$ cat src/rtl/vga_timing_pkg.sv
`default_nettype none
// ============================================================================
//  Module   : vga_timing_pkg
//  Brief    : 640x480@60 raster timing constants shared by sync and pixel stages
//  Revision : 1.0  initial release
// ============================================================================
package vga_timing_pkg;

  localparam int COORD_W = 10;
  typedef logic [COORD_W-1:0] coord_t;

  localparam int CLK_DIV = 4;

  localparam int H_DISP  = 640;
  localparam int H_FP    = 16;
  localparam int H_SYNC  = 96;
  localparam int H_BP    = 48;
  localparam int H_TOTAL = H_DISP + H_FP + H_SYNC + H_BP;

  localparam int V_DISP  = 480;
  localparam int V_FP    = 10;
  localparam int V_SYNC  = 2;
  localparam int V_BP    = 33;
  localparam int V_TOTAL = V_DISP + V_FP + V_SYNC + V_BP;

  localparam int H_SYNC_START = H_DISP + H_FP;
  localparam int H_SYNC_END   = H_SYNC_START + H_SYNC - 1;
  localparam int V_SYNC_START = V_DISP + V_FP;
  localparam int V_SYNC_END   = V_SYNC_START + V_SYNC - 1;

  localparam logic SYNC_POL = 1'b0;

  function automatic logic in_window(input coord_t v, input coord_t lo, input coord_t hi);
    return (v >= lo) && (v <= hi);
  endfunction

endpackage
`default_nettype wire

$ cat src/rtl/vga_sync_if.sv
`default_nettype none
// ============================================================================
//  Module   : vga_sync_if
//  Brief    : raster timing bundle from vga_sync to the pixel stage / pins
//  Revision : 1.0  initial release
// ============================================================================
interface vga_sync_if;
  import vga_timing_pkg::*;

  logic   p_tick;
  coord_t xpos;
  coord_t ypos;
  logic   video_on;
  logic   hsync;
  logic   vsync;
  logic   frame_tick;

  modport master (
    output p_tick, xpos, ypos, video_on, hsync, vsync, frame_tick
  );

  modport slave (
    input  p_tick, xpos, ypos, video_on, hsync, vsync, frame_tick
  );

endinterface
`default_nettype wire

$ cat src/rtl/vga_sync_pixel_tick_div.sv
`default_nettype none
// ============================================================================
//  Module   : pixel_tick_div
//  Brief    : one-clock pixel enable every CLK_DIV system clocks
//  Revision : 1.0  initial release
// ============================================================================
module pixel_tick_div #(
  parameter int CLK_DIV = 4
) (
  input  logic clk,
  input  logic reset,
  output logic p_tick
);

  if (CLK_DIV < 1) begin : g_bad_div
    $error("pixel_tick_div: CLK_DIV must be >= 1");
  end

  if (CLK_DIV == 1) begin : g_div1
    assign p_tick = ~reset;
  end else begin : g_divn
    localparam int CW = $clog2(CLK_DIV);
    localparam logic [CW-1:0] LAST = CW'(CLK_DIV - 1);

    logic [CW-1:0] cnt_q;
    logic [CW-1:0] cnt_d;

    always_comb begin
      cnt_d = (cnt_q == LAST) ? '0 : cnt_q + CW'(1);
    end

    always_ff @(posedge clk) begin
      if (reset) begin
        cnt_q <= '0;
      end else begin
        cnt_q <= cnt_d;
      end
    end

    // Gated by reset so no enable leaks out while the raster is being cleared.
    assign p_tick = ~reset & (cnt_q == LAST);
  end

endmodule
`default_nettype wire

$ cat src/rtl/vga_sync.sv
`default_nettype none
// ============================================================================
//  Module   : vga_sync
//  Brief    : VGA raster generator: pixel enable, H/V counters, syncs, video_on
//  Revision : 1.0  initial release
// ============================================================================
module vga_sync #(
  parameter int   CLK_DIV  = vga_timing_pkg::CLK_DIV,
  parameter int   H_DISP   = vga_timing_pkg::H_DISP,
  parameter int   H_FP     = vga_timing_pkg::H_FP,
  parameter int   H_SYNC   = vga_timing_pkg::H_SYNC,
  parameter int   H_BP     = vga_timing_pkg::H_BP,
  parameter int   V_DISP   = vga_timing_pkg::V_DISP,
  parameter int   V_FP     = vga_timing_pkg::V_FP,
  parameter int   V_SYNC   = vga_timing_pkg::V_SYNC,
  parameter int   V_BP     = vga_timing_pkg::V_BP,
  parameter logic SYNC_POL = vga_timing_pkg::SYNC_POL
) (
  input  logic       clk,
  input  logic       reset,
  vga_sync_if.master vga
);
  import vga_timing_pkg::*;

  localparam int H_TOT = H_DISP + H_FP + H_SYNC + H_BP;
  localparam int V_TOT = V_DISP + V_FP + V_SYNC + V_BP;

  if ((H_TOT > 1024) || (V_TOT > 1024)) begin : g_bad_total
    $error("vga_sync: H/V totals must fit in 10-bit counters");
  end

  localparam coord_t H_LAST = coord_t'(H_TOT - 1);
  localparam coord_t V_LAST = coord_t'(V_TOT - 1);
  localparam coord_t H_VIS  = coord_t'(H_DISP);
  localparam coord_t V_VIS  = coord_t'(V_DISP);
  localparam coord_t HS_LO  = coord_t'(H_DISP + H_FP);
  localparam coord_t HS_HI  = coord_t'(H_DISP + H_FP + H_SYNC - 1);
  localparam coord_t VS_LO  = coord_t'(V_DISP + V_FP);
  localparam coord_t VS_HI  = coord_t'(V_DISP + V_FP + V_SYNC - 1);

  logic   p_tick;
  coord_t x_q, x_d;
  coord_t y_q, y_d;
  logic   hsync_q, hsync_d;
  logic   vsync_q, vsync_d;

  pixel_tick_div #(
    .CLK_DIV (CLK_DIV)
  ) u_tick_div (
    .clk    (clk),
    .reset  (reset),
    .p_tick (p_tick)
  );

  // Syncs decode the next-state coordinates so they flip on the same edge as xpos/ypos.
  always_comb begin
    x_d = x_q;
    y_d = y_q;
    if (p_tick) begin
      if (x_q == H_LAST) begin
        x_d = '0;
        y_d = (y_q == V_LAST) ? '0 : y_q + coord_t'(1);
      end else begin
        x_d = x_q + coord_t'(1);
      end
    end
    hsync_d = in_window(x_d, HS_LO, HS_HI) ? SYNC_POL : ~SYNC_POL;
    vsync_d = in_window(y_d, VS_LO, VS_HI) ? SYNC_POL : ~SYNC_POL;
  end

  always_ff @(posedge clk) begin
    if (reset) begin
      x_q     <= '0;
      y_q     <= '0;
      hsync_q <= ~SYNC_POL;
      vsync_q <= ~SYNC_POL;
    end else begin
      x_q     <= x_d;
      y_q     <= y_d;
      hsync_q <= hsync_d;
      vsync_q <= vsync_d;
    end
  end

  assign vga.p_tick     = p_tick;
  assign vga.xpos       = x_q;
  assign vga.ypos       = y_q;
  assign vga.video_on   = (x_q < H_VIS) && (y_q < V_VIS);
  assign vga.hsync      = hsync_q;
  assign vga.vsync      = vsync_q;
  assign vga.frame_tick = p_tick && (x_q == H_LAST) && (y_q == V_LAST);

endmodule
`default_nettype wire
$ cat src/flat_wrapper.sv
// flat-port wrapper written by rule: the top's interface ports become plain ports
module vga_sync_flat import vga_timing_pkg::*;
#(
  parameter int   CLK_DIV  = vga_timing_pkg::CLK_DIV,
  parameter int   H_DISP   = vga_timing_pkg::H_DISP,
  parameter int   H_FP     = vga_timing_pkg::H_FP,
  parameter int   H_SYNC   = vga_timing_pkg::H_SYNC,
  parameter int   H_BP     = vga_timing_pkg::H_BP,
  parameter int   V_DISP   = vga_timing_pkg::V_DISP,
  parameter int   V_FP     = vga_timing_pkg::V_FP,
  parameter int   V_SYNC   = vga_timing_pkg::V_SYNC,
  parameter int   V_BP     = vga_timing_pkg::V_BP,
  parameter logic SYNC_POL = vga_timing_pkg::SYNC_POL
)
  (clk, reset, vga_p_tick, vga_xpos, vga_ypos, vga_video_on, vga_hsync, vga_vsync, vga_frame_tick);
  vga_sync_if vga_i ();
  input  logic clk;
  input  logic reset;
  output wire logic [$bits(vga_i.p_tick)-1:0] vga_p_tick;
  output wire logic [$bits(vga_i.xpos)-1:0] vga_xpos;
  output wire logic [$bits(vga_i.ypos)-1:0] vga_ypos;
  output wire logic [$bits(vga_i.video_on)-1:0] vga_video_on;
  output wire logic [$bits(vga_i.hsync)-1:0] vga_hsync;
  output wire logic [$bits(vga_i.vsync)-1:0] vga_vsync;
  output wire logic [$bits(vga_i.frame_tick)-1:0] vga_frame_tick;
  assign vga_p_tick = vga_i.p_tick;
  assign vga_xpos = vga_i.xpos;
  assign vga_ypos = vga_i.ypos;
  assign vga_video_on = vga_i.video_on;
  assign vga_hsync = vga_i.hsync;
  assign vga_vsync = vga_i.vsync;
  assign vga_frame_tick = vga_i.frame_tick;
  vga_sync #(.CLK_DIV(CLK_DIV), .H_DISP(H_DISP), .H_FP(H_FP), .H_SYNC(H_SYNC), .H_BP(H_BP), .V_DISP(V_DISP), .V_FP(V_FP), .V_SYNC(V_SYNC), .V_BP(V_BP), .SYNC_POL(SYNC_POL)) u_core (.clk(clk), .reset(reset), .vga(vga_i));
endmodule
$ cat config.mk
export PLATFORM = sky130hd
export DESIGN_NAME = vga_sync_flat
export DESIGN_NICKNAME = d
export VERILOG_FILES = /design/src/rtl/vga_timing_pkg.sv /design/src/rtl/vga_sync_if.sv /design/src/rtl/vga_sync_pixel_tick_div.sv /design/src/rtl/vga_sync.sv /design/src/flat_wrapper.sv
export SDC_FILE = /design/constraint.sdc
export NUM_CORES = 1
export LEC_CHECK = 0
export BUFFER_PORTS_ARGS = -buffer_cell sky130_fd_sc_hd__buf_4
export CAP_MARGIN = 25
export CORE_MARGIN = 5
export CORE_UTILIZATION = 30
export CTS_CLUSTER_DIAMETER = 30
export CTS_CLUSTER_SIZE = 10
export DETAILED_ROUTE_END_ITERATION = 6
export SYNTH_ARGS = -nofsm -noshare
export SYNTH_HDL_FRONTEND = slang
export SYNTH_SLANG_ARGS = --single-unit
export TNS_END_PERCENT = 50
$ cat constraint.sdc
create_clock -name clk -period 2.22 [get_ports clk]
set_input_delay 0.222 -clock clk [delete_from_list [all_inputs] [get_ports clk]]
set_output_delay 0.222 -clock clk [all_outputs]
set_load 0.005 [all_outputs]
# Word level (Yosys, flattened, before mapping)

Index checks and enable logic that the tools add are counted.

Register bits after elaboration: 24
Latch bits: 0
Memory bits (writable): 0
Bits in read-only memories: 0
Input bits: 2
Output and inout bits: 25
Word-level logic and storage cells: 32
Memories kept: 0

Add/sub/neg operators: 3
Multiply operators: 0
Div/mod/pow operators: 0
Magnitude comparators: 6
Eq/ne operators: 3
Shifts and indexed selects: 0
Muxes and demuxes: 7
Bitwise operators: 2
Reductions and logical operators: 6

Operator list:

| operator                                              | number |
|---|---|
| two-way mux 10 bit                                    | 5 |
| adder 10 x 1 -> 10 bit (second input constant)        | 2 |
| == test 10 bit (second input constant)                | 2 |
| >= comparator 10 bit (second input constant)          | 1 |
| >= comparator 10 x 9 -> 1 bit (second input constant) | 1 |
| <= comparator 10 bit (second input constant)          | 1 |
| <= comparator 10 x 9 -> 1 bit (second input constant) | 1 |
| < comparator 10 bit (second input constant)           | 1 |
| < comparator 10 x 9 -> 1 bit (second input constant)  | 1 |
| logical AND 1 bit                                     | 5 |
| adder 2 x 1 -> 2 bit (second input constant)          | 1 |
| == test 2 bit (second input constant)                 | 1 |
| two-way mux 1 bit                                     | 2 |
| OR reduction 2 bit                                    | 1 |
| bitwise AND 1 bit                                     | 1 |
| inverter 1 bit                                        | 1 |

# Longest topological paths before layout

Gate-level depths: netlist of the first run.

Word-level depth: 7
Depth in mapped cells: 9

# By module

Synthesis of the first run repeated with hierarchy kept, for this count alone.

Cells, all modules: 172
Area, all modules: 1430.1 µm²

By module, submodules not included:

| module         | instances | cells an instance | area an instance (µm²) | sequential area each (µm²) |
|---|---|---|---|---|
| vga_sync       | 1         | 166               | 1346.3                 | 440.4 |
| pixel_tick_div | 1         | 6                 | 83.8                   | 40.0 |

# Least setup slack after synthesis of the first run

No wires, ideal clock.

Kind: register to register
Start point: register u_core.u_tick_div.g_divn.cnt_q[0]
End point: register u_core.vsync_q (netlist: u_core.vga.vsync)
Setup time: 0.131 ns
Arrival: 1.768 ns
Required time: 2.089 ns
Setup slack: 0.321 ns
Cell stages (with the launch flop): 8
Path through: dfxtp_1 > ha_1 > buf_2 > nand4b_1 > or4_2 > o32a_1 > a22oi_1 > nand4_1

Cells in the longest elaborated chain, start to end: 6
Elaborated cells on any way between the ends: 7
Those cells by class: 2 x order compare; 1 x eq/ne; 2 x mux; 1 x bitwise; 1 x reduce/logical

RTL lines:

| item                                                                                  | RTL line                      | text |
|---|---|---|
| from (decl)                                                                           | vga_sync_pixel_tick_div.sv:25 | `logic [CW-1:0] cnt_q;` |
| from (signal assigned)                                                                | vga_sync_pixel_tick_div.sv:36 | `cnt_q <= cnt_d;` |
| == test 2 bit *                                                                       | vga_sync_pixel_tick_div.sv:41 | `assign p_tick = ~reset & (cnt_q == LAST);` |
| bitwise AND 1 bit *                                                                   | vga_sync_pixel_tick_div.sv:41 |  |
| two-way mux 10 bit *                                                                  | vga_sync.sv:59                | `if (p_tick) begin` |
| >= comparator 10 x 9 -> 1 bit / <= comparator 10 x 9 -> 1 bit (equally long branches) | vga_timing_pkg.sv:34          | `return (v >= lo) && (v <= hi);` |
| logical AND 1 bit *                                                                   | vga_timing_pkg.sv:34          |  |
| two-way mux 1 bit *                                                                   | vga_sync.sv:68                | `vsync_d = in_window(y_d, VS_LO, VS_HI) ? SYNC_POL : ~SYNC_POL;` |
| to (signal assigned)                                                                  | vga_sync.sv:76                | `vsync_q <= ~SYNC_POL;` |
| to (signal assigned)                                                                  | vga_sync.sv:81                | `vsync_q <= vsync_d;` |
| to (decl)                                                                             | vga_sync.sv:45                | `logic vsync_q, vsync_d;` |

Mark *: on every way between the ends. The rest lies on a longest branch, timed or not.
A chain may end at the register's enable or synchronous reset.

# Final worst setup path of the first run

Start point: register u_core.y_q[0] (netlist: u_core.vga.ypos[0])
End point: register u_core.vsync_q (netlist: u_core.vga.vsync)

Cells in the longest elaborated chain, start to end: 7
Elaborated cells on any way between the ends: 9
Those cells by class: 1 x add/sub; 2 x order compare; 1 x eq/ne; 4 x mux; 1 x reduce/logical

RTL lines:

| item                                                                                  | RTL line             | text |
|---|---|---|
| from (decl)                                                                           | vga_sync.sv:43       | `coord_t y_q, y_d;` |
| from (signal assigned)                                                                | vga_sync.sv:79       | `y_q <= y_d;` |
| adder 10 x 1 -> 10 bit / == test 10 bit (equally long branches)                       | vga_sync.sv:62       | `y_d = (y_q == V_LAST) ? '0 : y_q + coord_t'(1);` |
| two-way mux 10 bit                                                                    | vga_sync.sv:62       |  |
| two-way mux 10 bit                                                                    | vga_sync.sv:60       | `if (x_q == H_LAST) begin` |
| two-way mux 10 bit *                                                                  | vga_sync.sv:59       |  |
| >= comparator 10 x 9 -> 1 bit / <= comparator 10 x 9 -> 1 bit (equally long branches) | vga_timing_pkg.sv:34 |  |
| logical AND 1 bit *                                                                   | vga_timing_pkg.sv:34 |  |
| two-way mux 1 bit *                                                                   | vga_sync.sv:68       |  |

Marked as above.

==> results of run 1 <==
==> state kept, by name, indices dropped and copies added (netlist names) <==
| name | flops |
|---|---|
| u_core.vga.xpos | 10 |
| u_core.vga.ypos | 10 |
| u_core.u_tick_div.g_divn.cnt_q | 2 |
| u_core.vga.hsync | 1 |
| u_core.vga.vsync | 1 |
==> through the flow <==
| step | setup WS [ns] | hold WS [ns] | util (%) | std cells | area, sq um |
|---|---|---|---|---|---|
| after floorplan | 0.321 | 0.404 | - | 179 | 1440 |
| after global placement | 0.166 | 0.412 | 37.0 | 259 | 1740 |
| after detailed placement | 0.155 | 0.421 | 37.0 | 259 | 1740 |
| after CTS | 0.124 | 0.354 | 37.9 | 262 | 1780 |
| after global routing | 0.00424 | 0.369 | 38.3 | 262 | 1800 |
| final | 0.157 | 0.354 | 38.3 | 262 | 1800 |
==> synthesized netlist by cell type (2+ instances only) <==
master	count
sky130_fd_sc_hd__inv_1	7
sky130_fd_sc_hd__nand4_1	8
sky130_fd_sc_hd__o21ai_0	3
sky130_fd_sc_hd__nand2b_1	4
sky130_fd_sc_hd__o22ai_1	2
sky130_fd_sc_hd__clkbuf_1	6
sky130_fd_sc_hd__nor3b_1	2
sky130_fd_sc_hd__or4_1	2
sky130_fd_sc_hd__or3_1	4
sky130_fd_sc_hd__nor4_1	6
sky130_fd_sc_hd__buf_2	6
sky130_fd_sc_hd__xnor2_1	10
sky130_fd_sc_hd__dfxtp_1	24
sky130_fd_sc_hd__nor3_1	7
sky130_fd_sc_hd__o31ai_1	2
sky130_fd_sc_hd__xor2_1	5
sky130_fd_sc_hd__nand2_1	16
sky130_fd_sc_hd__a21oi_1	9
sky130_fd_sc_hd__nand3_1	8
sky130_fd_sc_hd__ha_1	4
sky130_fd_sc_hd__nor2_1	20
==> repair_timing <==
action                                  CTS  global route
hold buffers                              0             0
resized for setup                         0             4
setup buffers                             0             0
endpoints found under the setup margin    0             1
==> worst paths after layout <==
check                                       to  slack [ns]  cells after the start
max                           u_core.vga.vsync        0.16                      6
min                         u_core.vga.ypos[1]        0.35                      3
max reg2reg                   u_core.vga.vsync        0.16                      6
min reg2reg  u_core.u_tick_div.g_divn.cnt_q[0]        0.43                      1
==> final cells by class <==
cell class	instances	area (sq um)	share of cell area, %
multi-input cells	134	878	48.9
flip-flops and latches	24	482	26.8
inverters	7	26.3	1.46
repair buffers	40	300	16.7
clock buffers	3	41.3	2.30
well taps	54	67.6	3.76
==> logic make-up (layout without fill, tap and decap cells) <==
group,after synthesis,count (layout),synth area share [%]
multiplexers,2,2,1.48
AO/OA/AOI/OAI,27,27,12.7
AND/OR/NAND/NOR,86,86,33.1
flip-flops,24,24,33.4
adder cells (fa/ha/maj),4,4,3.48
XOR/XNOR,15,15,9.15
buffers and inverters,21,50,6.62
==> placed cells by master (no fill, tap or decap), types with 2 or more instances in the layout <==
master	instances
sky130_fd_sc_hd__a21oi_1	9
sky130_fd_sc_hd__buf_4	40
sky130_fd_sc_hd__clkbuf_8	3
sky130_fd_sc_hd__dfxtp_1	23
sky130_fd_sc_hd__ha_1	3
sky130_fd_sc_hd__inv_1	7
sky130_fd_sc_hd__nand2_1	16
sky130_fd_sc_hd__nand2b_1	4
sky130_fd_sc_hd__nand3_1	8
sky130_fd_sc_hd__nand4_1	8
sky130_fd_sc_hd__nor2_1	20
sky130_fd_sc_hd__nor3_1	7
sky130_fd_sc_hd__nor3b_1	2
sky130_fd_sc_hd__nor4_1	6
sky130_fd_sc_hd__o21ai_0	3
sky130_fd_sc_hd__o22ai_1	2
sky130_fd_sc_hd__o31ai_1	2
sky130_fd_sc_hd__or3_1	4
sky130_fd_sc_hd__or4_1	2
sky130_fd_sc_hd__xnor2_1	10
sky130_fd_sc_hd__xor2_1	5
==> routing by layer <==
layer  GRT usage, %  up-vias  part of all wire [%]
met1           17.7      661                    48
met5              0        -                     0
met4           5.84        0                   2.0
met2           17.2       52                    43
met3           1.70        7                   6.1
li1               -      705                     -
==> power by group through the flow <==
stage                     clock network, W  registers (W)   logic, W
after CTS                         0.000268       0.000439  0.0000338
after detailed placement                 0       0.000449  0.0000338
after floorplan                          0       0.000449  0.0000196
final                             0.000257       0.000439  0.0000334
after global placement                   0       0.000449  0.0000337
after global routing              0.000286       0.000440  0.0000362
==> worst max-delay path, stage by stage, from the launching register on <==
cell and delay [ns]:
sky130_fd_sc_hd__dfxtp_1 0.48, sky130_fd_sc_hd__ha_2 0.29, sky130_fd_sc_hd__nand3_1 0.13, sky130_fd_sc_hd__or4_2 0.57, sky130_fd_sc_hd__o32a_1 0.19, sky130_fd_sc_hd__a22oi_1 0.18, sky130_fd_sc_hd__nand4_1 0.11
==> results.txt, run 1 <==
The worst path required time came out at around 2.4 ns. The average via count per standard cell came out at roughly 5.4. The largest driver fanout on the critical path is 7. The number of different library cells in the post-synthesis netlist came out at 45. Ranked by total cell area, the synthesized netlist is headed by sky130_fd_sc_hd__dfxtp_1 (33%), sky130_fd_sc_hd__xnor2_1 (6.1%), sky130_fd_sc_hd__nor2_1 (5.2%). The worst slew margin relative to its limit is about two thirds. The clock group share of total power came out at between 30% and 40%. The count of maximum capacitance violations came out at 0. The highest ir drop seen on vdd is ~0.00018 V.

The number of global-route vias before repair came out at between 1000 and 1500. The vertical die dimension came out at a little under 80 microns. The layout has around 510 filler cells. Data on the critical path arrives at its endpoint at between 2 and 2.5 ns. The die is roughly 80 microns wide. The combined area of all synthesized cells is about 1400 sq um.

The flow ran to the end, and the final reports show no timing, DRC or antenna violations. The clock transition time at the flip-flop clock pins of the worst setup and hold paths came out at about 0.08 ns. The initial antenna violation count came out at 0. The count of boundary I/O pins came out at 27.

The count of TritonRoute iterations in the first routing pass is 4. The first global-routing pass estimated 6120 microns of wire. The count of buffers added on input and output ports is 26. The worst hold path begins at reset. The DRC violations left came out at 0. The net switching fraction of the power is about a fifth. sky130_fd_sc_hd__dfxtp_1 takes more of the synthesized area than any other cell. In the final routed layout, each cell accounts on average for about 14 microns. The total congestion overflow after global routing is 0.

The number of antenna repair diodes is 0. In this run the clock root is driven by a sky130_fd_sc_hd__clkbuf_8. Of the cells placed in the final design, the portion with a size suffix greater than 1 is 25.5%. The final setup skew came out at ~0.0026 ns. The violation count after the first detailed-route iteration is 71. No sink is reached through more buffers than the 2 on the longest clock path. Counting flops and latches in the post-synthesis netlist gives 24. Yosys mapped a number of flops with a built-in enable equal to 0. The number of warnings printed during yosys synthesis is 0. The synthesized area per cell is 8.02 sq um. The path class of the tightest hold or removal check is primary input to register. For this block, the routed nets add up to 3630 microns of wire.

Setup repair after global routing left no endpoint under its margin. The detail route stage leaves a number of antenna-violating nets equal to 0. The total count of max-transition violations in the final report was 0. The full die area came out at roughly 6300 sq um. The internal cell power came out at ~0.00057 W. The last weighted congestion value of the routability-driven placer is ~0.88. Synthesis handed over a netlist of approximately 180 instances.

The worst path in the final design needs a cycle of about 2.1 ns, including I/O delays and setup. The critical path class is register to register. The total routing usage reported by global routing came out at between 10% and 20%. The clock latency of the later-clocked register in the worst-skew pair is about 0.27 ns. The via count of the routed design came out at around 1400.

TritonCTS built the clock tree. The area inside the core boundary is around 4700 sq um. Per report_power, the sequential group accounts for roughly 60% of the total. The count of final setup violators is 0. The number of nets in the final layout came out at roughly 220. The pin slew with the least headroom to its limit came out at about 0.47 ns.

The final number of hold-violating endpoints is 0. The layout overhead on the synthesized area came out at 25.0%. The design draws 0.000730 W. The area share of the largest cell type after synthesis is approximately a third. The dominant synthesized flop cell is sky130_fd_sc_hd__dfxtp_1. The power per unit of standard cell area is slightly above 400 nW/um^2.

The estimated wirelength of the detail-placed design came out at approximately 2700 microns. The power spent charging and discharging nets is 0.000155 W. The fmax came out at ~480 MHz. The worst setup path is launched from a register. In this run the number of H-tree levels came out at 1.

Entering global routing, the biggest net connects 18 pins. The post-synthesis sequential area ratio is between 30% and 40%. The critical path starts at u_core.vga.ypos[0]. The number of buffers created by CTS is 3.

The startpoint of the lowest-slack register-to-register path is u_core.vga.ypos[0]. The starting density of the core came out at between 30% and 40%. The final total negative setup slack is 0 ns.

The proportion of register bits with asynchronous set or reset after synthesis came out at 0%. The power share of the combinational group came out at approximately 4.6%. The worst setup path is captured at a register. The initialized floorplan defines 25 standard-cell rows.

The clock sink count came out at 24. After layout, the worst path uses just over 90% of the clock period. The leakage power of the design is a little under 0.7 nW.

Synthesis produced a netlist with a net count of 185.
(Power assumes the default switching activity.)
==> run 2: changes to the inputs <==
==> constraint.sdc (replaced) <==
create_clock -name clk -period 2.45 [get_ports clk]
set_input_delay 0.245 -clock clk [delete_from_list [all_inputs] [get_ports clk]]
set_output_delay 0.245 -clock clk [all_outputs]
set_load 0.005 [all_outputs]
==> run 2 against run 1 <==
Global-route usage fell by 0.28 points. Critical path type unchanged. Critical path depth rose by 1. Non-clock buffer count fell by 4. Worst setup slack improved by 0.17 ns. Utilization fell by 1.0 points.
==> results.txt, run 2 (synthesized netlist as in run 1, its figures left out) <==
The worst path required time is 2.60 ns (+0.23 ns). The top cell types in the final layout, fill and taps aside, are sky130_fd_sc_hd__buf_4 (36), sky130_fd_sc_hd__dfxtp_1 (24), sky130_fd_sc_hd__nor2_1 (20). The number of global-route vias before repair came out at 1247 (-2.0%). The number of nets still failing antenna checks after routing was 0 (unchanged). The count of H-tree levels built during CTS came out at 1 (unchanged). The average via count per standard cell is 5.27 (-3.1%).

The pin slew with the least headroom to its limit is 0.529 ns (+0.0574 ns). After detailed routing, no signal wire sits above met4. The largest driver fanout on the critical path is 8 (+1). Setup repair after global routing left no endpoint under its margin.

The final number of hold-violating endpoints came out at 0 (unchanged). TritonCTS built the clock tree. The number of buffers created by CTS is 3 (unchanged). The routed metal-1 wirelength came out at 1820 microns (+3.6%). The final setup slack of the worst path came out at 0.322 ns (+0.165 ns).

The row count came to 25 (unchanged). The number of nets in the final layout was 212 (-1.9%). On the critical path, the stage with the largest delay is an instance of sky130_fd_sc_hd__dfxtp_1.

The last weighted congestion value of the routability-driven placer came to 0.825 (-6.7%). Walking the worst path, the cells encountered are ha_1, nand4b_1, buf_4, nor3_2, o21ai_0, a211oi_1, nand4_1. The post-detailed-route wirelength per cell is 13.8 microns (-0.30%). The total met3 wirelength after detailed routing was 120 microns (-46%). The share of the clock period used by the worst path is 86.9% (-6.1 points). The share of post-route cells with drive strength above 1 is 23.0% (-2.4 points).

The vertical die dimension came to 79.2 microns (unchanged). The maximum single-stage delay on the critical path came out at 0.39 ns (-0.18 ns). The sort of element at the start of the critical path is a register. The clock sink count was 24 (unchanged). The DRC violations left came out at 0 (unchanged). The count of TritonRoute iterations in the first routing pass came out at 4 (unchanged).

The min-delay analysis places its worst path in the category primary input to register. The starting density of the core was 30.6% (unchanged). The count of maximum capacitance violations is 0 (unchanged). The count of boundary I/O pins came out at 27 (unchanged). The final setup skew came out at 0.00286 ns (+0.000217 ns). The total congestion overflow after global routing is 0 (unchanged). The critical path class is register to register. The wire length of the first global-routing pass is 5980 microns (-2.3%). The violation count after the first detailed-route iteration was 53 (-25%). The post-CTS repair timing setup buffer count was 0 (unchanged). The via count of the routed design came to 1360 (-4.6%). The count of final setup violators came out at 0 (unchanged).

The clock root buffer is sky130_fd_sc_hd__clkbuf_8. The post-layout minimum cycle time came out at 2.13 ns (+0.0650 ns). The count of buffers from port buffering is 26 (unchanged). The fmax is 470 MHz (-3.1%). The number of antenna repair diodes came out at 0 (unchanged). The number of gates resized after CTS is 0 (unchanged). The arrival time of data at the critical path endpoint was 2.28 ns (+0.07 ns). The leakage power of the design is 0.630 nW (-7.7%). The run finished with clean final reports.

The final total negative setup slack is 0 ns (unchanged). The pre-CTS setup slack came out at 0.387 ns (+0.232 ns). The worst setup path is captured at a register. The aggregate routed wire length is 3560 microns (-1.8%). The total routing usage reported by global routing came out at 11.8% (-0.28 points). The estimated wirelength of the detail-placed design is 2660 microns (-2.8%).

The clock transition time at the flip-flop clock pins of the worst setup and hold paths came out at 0.09 ns (about the same). The total count of max-transition violations in the final report came out at 0 (unchanged). The number of buffers inserted for hold repair after clock tree synthesis is 0 (unchanged). The area inside the core boundary is 4690 sq um (unchanged).

The full die area came to 6270 sq um (unchanged). The number of buffers on the longest clock path is 2 (unchanged). The highest ir drop seen on vdd came to 0.000148 V (-17%). The power per unit of standard cell area is 383 nW/um^2 (-5.8%). The worst slew margin relative to its limit is 64.5% (-3.8 points). The initial antenna violation count is 0 (unchanged). Relative to the synthesized area, the layout overhead comes to 21.6%. The clock latency of the later-clocked register in the worst-skew pair was 0.27 ns (about the same).

The largest net degree at the start of global routing came out at 18 (unchanged). The library cell used most frequently in the layout, excluding fill and tap cells, is sky130_fd_sc_hd__buf_4. The die width is 79.2 microns (unchanged). The sum of met2 wire segment lengths after detailed routing came to 1550 microns (-1.6%).
==> run 2: changes by cell type in the layout (fill, tap and decap cells not counted), sizes merged <==
| cell | previous run | this run |
|---|---|---|
| buf | 40 | 36 |
==> run 2: through the flow <==
| step | hold slack (ns) | area [sq um] | util, % | cells | total power, W |
|---|---|---|---|---|---|
| 2_1_floorplan | 0.404 | 1440 | - | 179 | 0.000425 |
| 3_3_place_gp | 0.421 | 1710 | 36.3 | 255 | 0.000435 |
| 3_5_place_dp | 0.421 | 1710 | 36.3 | 255 | 0.000435 |
| 4_1_cts | 0.373 | 1750 | 37.2 | 258 | 0.000673 |
| 5_1_grt | 0.389 | 1750 | 37.2 | 258 | 0.000691 |
| 6_report | 0.374 | 1750 | 37.2 | 258 | 0.000669 |
==> run 2: report_power, final <==
part	switching (W)	total [W]	leakage (nW)	internal, W
registers	0.00000299	0.000398	0.194	0.000395
clock network	0.000132	0.000243	0.0216	0.000110
logic	0.0000143	0.0000277	0.414	0.0000134
==> run 2: layout make-up <==
cell class                      count  area (sq um)
Clock buffer                        3          41.3
Fill cell                         504          2950
Inverter                            7          26.3
Multi-Input combinational cell    134           861
Sequential cell                    24           480
Tap cell                           54          67.6
Timing Repair Buffer               36           270
==> run 2: final timing paths <==
| check | endpoint | slack, ns | startpoint | cells past startpoint |
|---|---|---|---|---|
| worst min register to register | u_core.u_tick_div.g_divn.cnt_q[0] | 0.43 | u_core.u_tick_div.g_divn.cnt_q[0] | 1 |
| worst max register to register | u_core.vga.vsync | 0.32 | u_core.vga.xpos[0] | 7 |
| worst max-delay path | u_core.vga.vsync | 0.32 | u_core.vga.xpos[0] | 7 |
| worst min-delay path | u_core.vga.ypos[1] | 0.37 | reset | 3 |
==> run 2: per-layer routing <==
layer / GRT usage (%) / vias up
met5: 0 / -
met1: 16.9 / 636
met4: 5.67 / 0
met3: 1.70 / 5
li1: - / 690
met2: 17.2 / 29
==> run 2: worst max-delay path: cells and delay by family, from the launching register on <==
family	cells	cell delay, ns
flops	1	0.39
fa+ha+maj	1	0.22
buf+inv	1	0.23
simple gates	3	0.67
compound gates	2	0.51
